`src/rtl/apb_cfg_pkg.sv`:
```
// rtl/apb_cfg_pkg.sv - shared types and address helpers for the APB config master
package apb_cfg_pkg;

  localparam int CFG_ADDR_W = 12;
  localparam int BANK_LSB   = 8;
  localparam int IDX_LSB    = 2;

  typedef enum logic [1:0] {
    IDLE   = 2'd0,
    SETUP  = 2'd1,
    ACCESS = 2'd2
  } apb_state_t;

  // Register bank select carried in PADDR[9:8]
  typedef enum logic [1:0] {
    BANK_START = 2'b00,
    BANK_END   = 2'b01,
    BANK_VALID = 2'b10,
    BANK_CONN  = 2'b11
  } cfg_bank_t;

  // Byte address of entry idx in a bank: {bank, idx, 2'b00}
  function automatic logic [CFG_ADDR_W-1:0] cfg_addr(input cfg_bank_t bank, input logic [5:0] idx);
    cfg_addr = {2'b00, bank, idx, 2'b00};
  endfunction

endpackage

```
`src/rtl/apb_cfg_master.sv`:
```
// rtl/apb_cfg_master.sv - single-outstanding req/gnt to APB initiator (optional ACCESS timeout: APB_CFG_TIMEOUT_EN)
module apb_cfg_master
  import apb_cfg_pkg::*;
#(
  parameter int APB_ADDR_WIDTH = 12,
  parameter int APB_DATA_WIDTH = 32,
  parameter int TIMEOUT_CYCLES = 255
) (
  input  logic                      HCLK,
  input  logic                      HRESETn,
  input  logic                      req_i,
  input  logic                      we_i,
  input  logic [APB_ADDR_WIDTH-1:0] addr_i,
  input  logic [APB_DATA_WIDTH-1:0] wdata_i,
  output logic                      gnt_o,
  output logic                      rvalid_o,
  output logic [APB_DATA_WIDTH-1:0] rdata_o,
  output logic                      err_o,
  output logic                      busy_o,
  output logic [APB_ADDR_WIDTH-1:0] PADDR_o,
  output logic [APB_DATA_WIDTH-1:0] PWDATA_o,
  output logic                      PWRITE_o,
  output logic                      PSEL_o,
  output logic                      PENABLE_o,
  input  logic [APB_DATA_WIDTH-1:0] PRDATA_i,
  input  logic                      PREADY_i,
  input  logic                      PSLVERR_i
);

  apb_state_t                r_state;
  apb_state_t                w_state_next;
  logic                      w_gnt;
  logic                      w_done;
  logic                      w_abort;
  logic                      w_timeout;
  logic [APB_ADDR_WIDTH-1:0] r_paddr;
  logic [APB_DATA_WIDTH-1:0] r_pwdata;
  logic                      r_pwrite;
  logic                      r_rvalid;
  logic [APB_DATA_WIDTH-1:0] r_rdata;
  logic                      r_err;

`ifdef APB_CFG_TIMEOUT_EN
  localparam int CNT_W = $clog2(TIMEOUT_CYCLES + 1);
  logic [CNT_W-1:0] r_tcnt;

  // Count PREADY-low ACCESS cycles of the current transfer, restarting in SETUP
  always_ff @(posedge HCLK or negedge HRESETn) begin
    if (!HRESETn) begin
      r_tcnt <= '0;
    end else if (r_state == SETUP) begin
      r_tcnt <= '0;
    end else if (r_state == ACCESS && !PREADY_i) begin
      r_tcnt <= r_tcnt + CNT_W'(1);
    end
  end

  // The ACCESS cycle that would bring the count to TIMEOUT_CYCLES is the last one
  assign w_timeout = (r_state == ACCESS) && !PREADY_i &&
                     (r_tcnt == CNT_W'(TIMEOUT_CYCLES - 1));
`else
  assign w_timeout = 1'b0;
`endif

  // State register
  always_ff @(posedge HCLK or negedge HRESETn) begin
    if (!HRESETn) begin
      r_state <= IDLE;
    end else begin
      r_state <= w_state_next;
    end
  end

  // Next state, grant, and completion/abort strobes
  always_comb begin
    w_state_next = r_state;
    w_gnt        = 1'b0;
    w_done       = 1'b0;
    w_abort      = 1'b0;
    case (r_state)
      IDLE: begin
        w_gnt = 1'b1;
        if (req_i) w_state_next = SETUP;
      end
      SETUP: begin
        w_state_next = ACCESS;
      end
      ACCESS: begin
        if (PREADY_i) begin
          w_done       = 1'b1;
          w_gnt        = 1'b1;
          w_state_next = req_i ? SETUP : IDLE;
        end else if (w_timeout) begin
          w_abort      = 1'b1;
          w_state_next = IDLE;
        end
      end
      default: w_state_next = IDLE;
    endcase
  end

  // Latch the accepted request onto the APB bus and capture the response
  always_ff @(posedge HCLK or negedge HRESETn) begin
    if (!HRESETn) begin
      r_paddr  <= '0;
      r_pwdata <= '0;
      r_pwrite <= 1'b0;
      r_rvalid <= 1'b0;
      r_rdata  <= '0;
      r_err    <= 1'b0;
    end else begin
      if (w_gnt && req_i) begin
        r_paddr  <= addr_i & ~APB_ADDR_WIDTH'(3);
        r_pwdata <= wdata_i;
        r_pwrite <= we_i;
      end
      r_rvalid <= w_done | w_abort;
      if (w_done) begin
        r_rdata <= r_pwrite ? '0 : PRDATA_i;
        r_err   <= PSLVERR_i;
      end else if (w_abort) begin
        r_rdata <= '0;
        r_err   <= 1'b1;
      end
    end
  end

  // Grant is forced low while reset is asserted so all outputs read 0
  assign gnt_o     = w_gnt & HRESETn;
  assign PSEL_o    = (r_state != IDLE);
  assign PENABLE_o = (r_state == ACCESS);
  assign busy_o    = (r_state != IDLE);
  assign PADDR_o   = r_paddr;
  assign PWDATA_o  = r_pwdata;
  assign PWRITE_o  = r_pwrite;
  assign rvalid_o  = r_rvalid;
  assign rdata_o   = r_rdata;
  assign err_o     = r_err;

endmodule

```
`config.mk`:
```
export PLATFORM = sky130hd
export DESIGN_NAME = apb_cfg_master
export DESIGN_NICKNAME = d
export VERILOG_FILES = /design/src/rtl/apb_cfg_pkg.sv /design/src/rtl/apb_cfg_master.sv
export SDC_FILE = /design/constraint.sdc
export NUM_CORES = 1
export LEC_CHECK = 0
export ABC_AREA = 1
export ABC_CLOCK_PERIOD_IN_PS = 1230
export CORE_UTILIZATION = 39
export CTS_CLUSTER_DIAMETER = 30
export DETAILED_ROUTE_END_ITERATION = 10
export GPL_TIMING_DRIVEN = 0
export PLACE_DENSITY_LB_ADDON = 0.25
export SLEW_MARGIN = 20
export SYNTH_ARGS = -nofsm -noshare
export SYNTH_HDL_FRONTEND = slang
export SYNTH_SLANG_ARGS = --single-unit
```
`constraint.sdc`:
```
create_clock -name HCLK -period 1.23 [get_ports HCLK]
set_input_delay 0.246 -clock HCLK [delete_from_list [all_inputs] [get_ports HCLK]]
set_output_delay 0.246 -clock HCLK [all_outputs]
set_load 0.02 [all_outputs]
```
==> impl_metrics.yaml, run 1 <==
synth:
  yosys-top-cells-area: "dfrtp_1 63%, nand2_1 18%, nand3_1 6.8%, o21ai_1 4.8%, buf_2 2.1%"
  async_flop_share_pct: 100.0
  yosysTopAreaCellShare_pct: 62.65
  synth.most_common_cell: "nand2_1"
  syn-cell-area_sq_um: 3156
  ys_seq_area_share_pct: 62.65
  synth-edff-count: 0
  syn_inst: 351
  avgSynthCellArea_sq_um: 8.990
  ys_warn_count: 0
  synth_largest_area_cell: "dfrtp_1"
  ys_seq_elements: 79
  yosys-top-cells-count: "154 x nand2_1, 79 x dfrtp_1, 43 x nand3_1"
  synth.distinct_cells: 15
  ys.flop_type: "dfrtp_1"
worst_setup_path:
  critPathTopFamily: "flip-flops"
  worst_path_max_delay_cell: "dfrtp_2"
  crit_path_frequent_cell: "buf_6"
  cp-end-kind: "output port"
  critPathArrivalTime_ns: 1.21
  critPathRequiredTime_ns: 0.98
  worst-path-buf-inv: 2
  critical_path_class: "flop to output port"
  crit_fanout: 4
  crit_path_max_incr_delay_ns: 0.45
  crit_path_start_kind: "flop"
  crit_chain: "nand2_4 > buf_6 > nand2_2 > nor2_4 > buf_6"
timing:
  layout_setup_ws_ns: -0.2284
  slew_violations: 0
  fmax_mhz: 685.7
  finalSetupViolCount: 77
  holdWs_ns: -0.2378
  finalCriticalPeriod_ns: 1.458
  rsz0062_at_grt: "true"
  period_share_pct: 118.6
  clock_skew_ns: 0.006824
  hold_violations: 48
routing:
  vias: 3044
  drc: 0
  via_per_inst: 4.683
  ant_nets: 0
  drt_wl_total_microns: 9105
  routedWlPerCell_microns: 14.01
  first_iter_violations: 83
  firstDrtPassIters: 6
floorplan:
  rows: 32
  dieArea_sq_um: 8455
  fp.dieH_microns: 91.95
  die_w_microns: 91.95
  start_util_pct: 40.62
  core_area_sq_um: 7767
  ios: 165
clock_tree:
  h-tree-depth: 3
  numCtsBuffers: 9
  cts_buffer_depth: 2
  path_clk_slew_ns: 0.08
  cts_root_buffer: "clkbuf_8"
  cts_sinks: 79
  tritoncts: "done"
  clk_latency_ns: 0.34
placed_design:
  dp_hpwl_microns: 6028
  pre_cts_ws_ns: -1.024
  gp_congestion: 0.7592
  port_buffers: 160
grt:
  antenna_found_initial: 0
  grt-ovfl-total: 0
  first_global_vias: 3009
  grt.total_usage_pct: 21.06
  grt_pass1_wl_microns: 13950
  grt_max_degree: 50
final_layout:
  final_nets: 625
  nFillCells: 634
  syn_to_final_growth_pct: 62.85
  insertedDiodeCount: 0
  drive_above_1_share_pct: 29.74
pwr:
  leakage_nw: 2.716
  worst_ir_drop_vdd_mv: 0.8649
  powerDensity_nw_per_um2: 1965
worst_hold_path:
  hold_path_class: "primary input to async pin"
run_status:
  violations: "hold timing, setup timing"
  outcome: "finished with violations"
job:
  drv_cap: 0
[cell usage in the layout, fill, tap and decap left out, types with 2 or more instances in the layout]
cell type	Yosys	final
dfrtp_1	79	78
buf_4	7	12
bufinv_16	0	2
clkbuf_8	0	10
buf_2	13	82
nand2_1	154	147
buf_8	0	3
nand2_2	2	7
nand3_1	43	42
o21ai_2	0	4
clkbuf_2	0	4
o21ai_1	30	28
inv_2	1	3
conb_1	1	2
o21ai_0	4	2
nand2_4	0	3
buf_12	0	3
nor2_4	1	2
inv_1	8	6
clkdlybuf4s50_1	0	77
buf_6	0	18
clkbuf_16	0	3
[cell families (layout without fill, tap and decap cells)]
| group | count (synthesis) | in the layout | share of synthesized area, % |
|---|---|---|---|
| buf+inv | 34 | 229 | 5.392 |
| other cells | 1 | 2 | 0.1188 |
| simple gates | 203 | 204 | 26.45 |
| compound gates | 34 | 34 | 5.392 |
| flops | 79 | 79 | 62.65 |
[state kept, by name (all words and copies together), names as in the netlist]
register	flops
PADDR_o	10
PWDATA_o	32
PWRITE_o	1
rdata_o	32
rvalid_o	1
err_o	1
r_state	2
[worst paths after layout]
kind	endpoint	startpoint	slack [ns]	cells past startpoint
min in group HCLK	err_o$_DFFE_PN0P_	PSLVERR_i	0.44	3
worst max-delay path	gnt_o	r_state[1]$_DFFE_PN0P_	-0.23	5
worst max register to register	rdata_o[6]$_DFFE_PN0P_	r_state[0]$_DFFE_PN0P_	-0.11	8
worst min-delay path	rdata_o[20]$_DFFE_PN0P_	HRESETn	-0.24	1
worst min register to register	PWDATA_o[0]$_DFFE_PN0P_	PWDATA_o[0]$_DFFE_PN0P_	0.47	2
max in group asynchronous	r_state[1]$_DFFE_PN0P_	HRESETn	0.99	2
[cell type report]
cell class	count	area (sq um)	share of cell area, %
Inverter	9	33.78	0.6574
Multi-Input combinational cell	240	1086	21.13
Sequential cell	79	1978	38.50
Clock inverter	5	81.33	1.583
Clock buffer	11	141.4	2.751
Tap cell	102	127.6	2.484
Timing Repair Buffer	180	1471	28.63
Buffer	24	219.0	4.261
[power by group]
group	switching [W]	internal, W	total, W
registers	0.000449	0.00344	0.00389
clock network	0.000950	0.00120	0.00215
logic	0.00247	0.00159	0.00406
[routing by layer]
metal	vias to the layer above	GRT usage [%]	routed length, microns
li1	1490	-	-
met1	1399	24.82	3715
met2	133	35.57	4351
met3	22	6.716	797
met4	0	8.464	241
met5	-	0	0
[stage by stage]
stage	util [%]	setup TNS [ns]	total power [W]	instances	cell area [sq um]
after floorplan	-	0	0.006055	352	3167
after global placement	63.03	-253.25	0.008351	614	4896
after detailed placement	63.26	-25.60	0.008442	615	4913
after CTS	64.80	-2.023	0.01006	645	5034
after global routing	66.16	-11.18	0.01068	650	5139
final	66.16	-6.540	0.01010	650	5139
[timing repair]
action	4_1_cts	5_1_grt
resized for setup	366	31
cloned	4	4
setup endpoints to repair	152	89
pin swaps	3	1
endpoints found under the hold margin	48	48
setup buffers	11	2
Power figures use the tool's default switching activity.
==> inputs of run 2 (changes only) <==
--- a/config.mk
+++ b/config.mk
@@ -5,9 +5,8 @@
 export SDC_FILE = /design/constraint.sdc
 export NUM_CORES = 1
 export LEC_CHECK = 0
-export ABC_AREA = 1
 export ABC_CLOCK_PERIOD_IN_PS = 1230
-export CORE_UTILIZATION = 39
+export CORE_UTILIZATION = 40
 export CTS_CLUSTER_DIAMETER = 30
 export DETAILED_ROUTE_END_ITERATION = 10
 export GPL_TIMING_DRIVEN = 0
==> constraint.sdc (replaced) <==
create_clock -name HCLK -period 1.23 [get_ports HCLK]
set_input_delay 0.246 -clock HCLK [delete_from_list [all_inputs] [get_ports HCLK]]
set_output_delay 0.246 -clock HCLK [all_outputs]
set_load 0.1 [all_outputs]
==> run 2 against run 1 <==
  * The run still ends with hold timing, setup timing left
  * Non-clock buffer count is 30 higher
  * Combinational power grew to 3.0 times the previous value
  * Synthesized area is 5.6% higher
  * Clock power is 18% lower
  * Power is 80% higher
  * Register-to-register slack worse by 0.32 ns
  * Synthesized cell count is 30% lower
  * Largest cell class is now non-clock buffers
  * Highest routed layer unchanged
==> impl_metrics.yaml, run 2 <==
synth:
  synth.distinct_cells: 21
  ys.flop_type: "dfrtp_1"
  yosys-top-cells-area: "dfrtp_1 59%, mux2_4 18%, nand2b_1 6.0%, o21ai_0 4.8%, nand2_1 3.6%"
  synth_largest_area_cell: "dfrtp_1"
  ys_warn_count: 0
  syn-cell-area_sq_um: 3333
  avgSynthCellArea_sq_um: 13.49
  synth.most_common_cell: "dfrtp_1"
  ys_seq_area_share_pct: 59.31
  yosysTopAreaCellShare_pct: 59.31
  ys_seq_elements: 79
  yosys-top-cells-count: "79 x dfrtp_1, 39 x mux2_4, 32 x nand2_1, 32 x nand2b_1, 32 x o21ai_0"
  syn_inst: 247
  synth-edff-count: 0
  async_flop_share_pct: 100.0
run_status:
  outcome: "finished with violations"
  violations: "hold timing, setup timing"
worst_setup_path:
  worst-path-buf-inv: 3
  reg2reg_depth: 6
  critPathTopFamily: "buffers and inverters"
  regToRegStartpoint: "r_state[1]$_DFFE_PN0P_"
  crit_path_max_incr_delay_ns: 0.42
  rr_endpoint: "PWDATA_o[28]$_DFFE_PN0P_"
  worst_path_max_delay_cell: "dfrtp_1"
  critPathArrivalTime_ns: 1.89
  cp-end-kind: "flop"
  cp-startpoint: "r_state[1]$_DFFE_PN0P_"
  critical_path_class: "flop to flop"
  crit_chain: "nor2b_4 > nor3b_4 > buf_6 > buf_12 > buf_12 > mux2_4"
  critPathRequiredTime_ns: 1.46
  crit_fanout: 10
  crit_path_frequent_cell: "buf_12"
  rrSetupSlack_ns: -0.43
  crit_path_start_kind: "flop"
timing:
  fin_tns_setup_ns: -25.97
  holdWs_ns: -0.2035
  slew_violations: 0
  finalCriticalPeriod_ns: 1.663
  period_share_pct: 135.2
  finalSetupViolCount: 92
  hold_violations: 34
  clock_skew_ns: 0.01352
  fmax_mhz: 601.2
  layout_setup_ws_ns: -0.4332
  rsz0062_at_grt: "true"
pwr:
  leakage_nw: 3.128
  worst_ir_drop_vdd_mv: 1.636
  powerDensity_nw_per_um2: 2646
  finalPower_w: 0.01814
floorplan:
  dieArea_sq_um: 8702
  ios: 165
  rows: 32
  die_w_microns: 93.29
  fp.dieH_microns: 93.29
  core_area_sq_um: 7888
  start_util_pct: 42.26
final_layout:
  layout_common_cells: "78 x clkdlybuf4s50_1, 72 x dfrtp_1, 68 x buf_12"
  syn_to_final_growth_pct: 105.7
  finish.instance_area_sq_um: 6858
  final_nets: 557
  insertedDiodeCount: 0
  nFillCells: 344
  final_common_cell: "clkdlybuf4s50_1"
  drive_above_1_share_pct: 57.92
clock_tree:
  cts_root_buffer: "clkbuf_8"
  path_clk_slew_ns: 0.08
  clk_latency_ns: 0.35
  numCtsBuffers: 9
  h-tree-depth: 3
  tritoncts: "done"
  cts_sinks: 79
  cts_buffer_depth: 2
routing:
  drc: 0
  first_iter_violations: 96
  ant_nets: 0
  wl_met1_microns: 4445
  via_per_inst: 4.866
  firstDrtPassIters: 4
  wl_met3_microns: 460
  wl_met2_microns: 6321
  drt_wl_total_microns: 11540
  top_layer: "met4"
  routedWlPerCell_microns: 19.83
  vias: 2832
placed_design:
  gp_congestion: 0.7103
  pre_cts_ws_ns: -1.422
  port_buffers: 160
  postPlaceCellArea_sq_um: 5126
  dp_hpwl_microns: 5817
grt:
  grt_max_degree: 47
  first_global_vias: 2661
  grt_pass1_wl_microns: 13500
  antenna_found_initial: 0
  grt-ovfl-total: 0
  grt.total_usage_pct: 20.67
worst_hold_path:
  hold_path_class: "primary input to async pin"
job:
  drv_cap: 0
run 2: worst max-delay path by stage:
stage	cells after the start	to	slack (ns)
CTS	3	gnt_o	-0.38
floorplan	2	gnt_o	-0.37
detailed placement	4	gnt_o	-1.42
global route	6	PWDATA_o[28]$_DFFE_PN0P_	-0.48
global placement	3	gnt_o	-3.96
finish	6	PWDATA_o[28]$_DFFE_PN0P_	-0.43
run 2: area by class of cell:
| cell class | instances | area (sq um) | share of cell area, % |
|---|---|---|---|
| Timing Repair Buffer | 218 | 2912 | 42.46 |
| Sequential cell | 79 | 1988 | 28.99 |
| Multi-Input combinational cell | 150 | 1469 | 21.42 |
| Buffer | 16 | 182.7 | 2.664 |
| Clock buffer | 11 | 141.4 | 2.062 |
| Tap cell | 102 | 127.6 | 1.861 |
| Clock inverter | 5 | 33.78 | 0.4926 |
| Inverter | 1 | 3.754 | 0.05473 |
run 2: kinds of logic after synthesis:
logic type / synth area share [%]
flip-flops: 59.31
AND/OR/NAND/NOR: 11.34
multiplexers: 19.59
AO/OA/AOI/OAI: 4.805
buffers and inverters: 4.842
other: 0.1125
run 2: per-layer routing:
metal	track usage, %	vias to the layer above
met4	8.205	0
li1	-	1273
met1	25.82	1444
met5	0	-
met3	5.041	20
met2	34.44	95
run 2: metrics by stage:
| stage | util (%) | cells | hold WS [ns] |
|---|---|---|---|
| 3_3_place_gp | 64.67 | 510 | 0.4616 |
| 3_5_place_dp | 64.99 | 511 | 0.2377 |
| 6_report | 86.94 | 582 | -0.2035 |
| 5_1_grt | 86.94 | 582 | -0.1963 |
| 4_1_cts | 74.24 | 550 | -0.2192 |
| 2_1_floorplan | - | 248 | -0.04959 |
run 2: worst register-to-register path, stage by stage, from the launching register on:
cell and delay [ns]:
dfrtp_1 0.42, nor2b_4 0.16, nor3b_4 0.21, buf_6 0.18
buf_12 0.13, buf_12 0.14, mux2_4 0.31
run 2: report_power, final:
| part | switching, W | internal (W) | total (W) | leakage, nW |
|---|---|---|---|---|
| Clock | 0.000985 | 0.000786 | 0.00177 | 0.0853 |
| Sequential | 0.000917 | 0.00338 | 0.00429 | 0.963 |
| Combinational | 0.00744 | 0.00464 | 0.0121 | 2.08 |
run 2: repair_timing:
| action | in CTS | in global routing |
|---|---|---|
| endpoints found under the hold margin | 34 | 34 |
| pin swaps | 6 | 33 |
| resized for setup | 640 | 213 |
| endpoints found under the setup margin | 158 | 145 |
| cloned | 8 | 3 |
| buffers inserted | 15 | 36 |
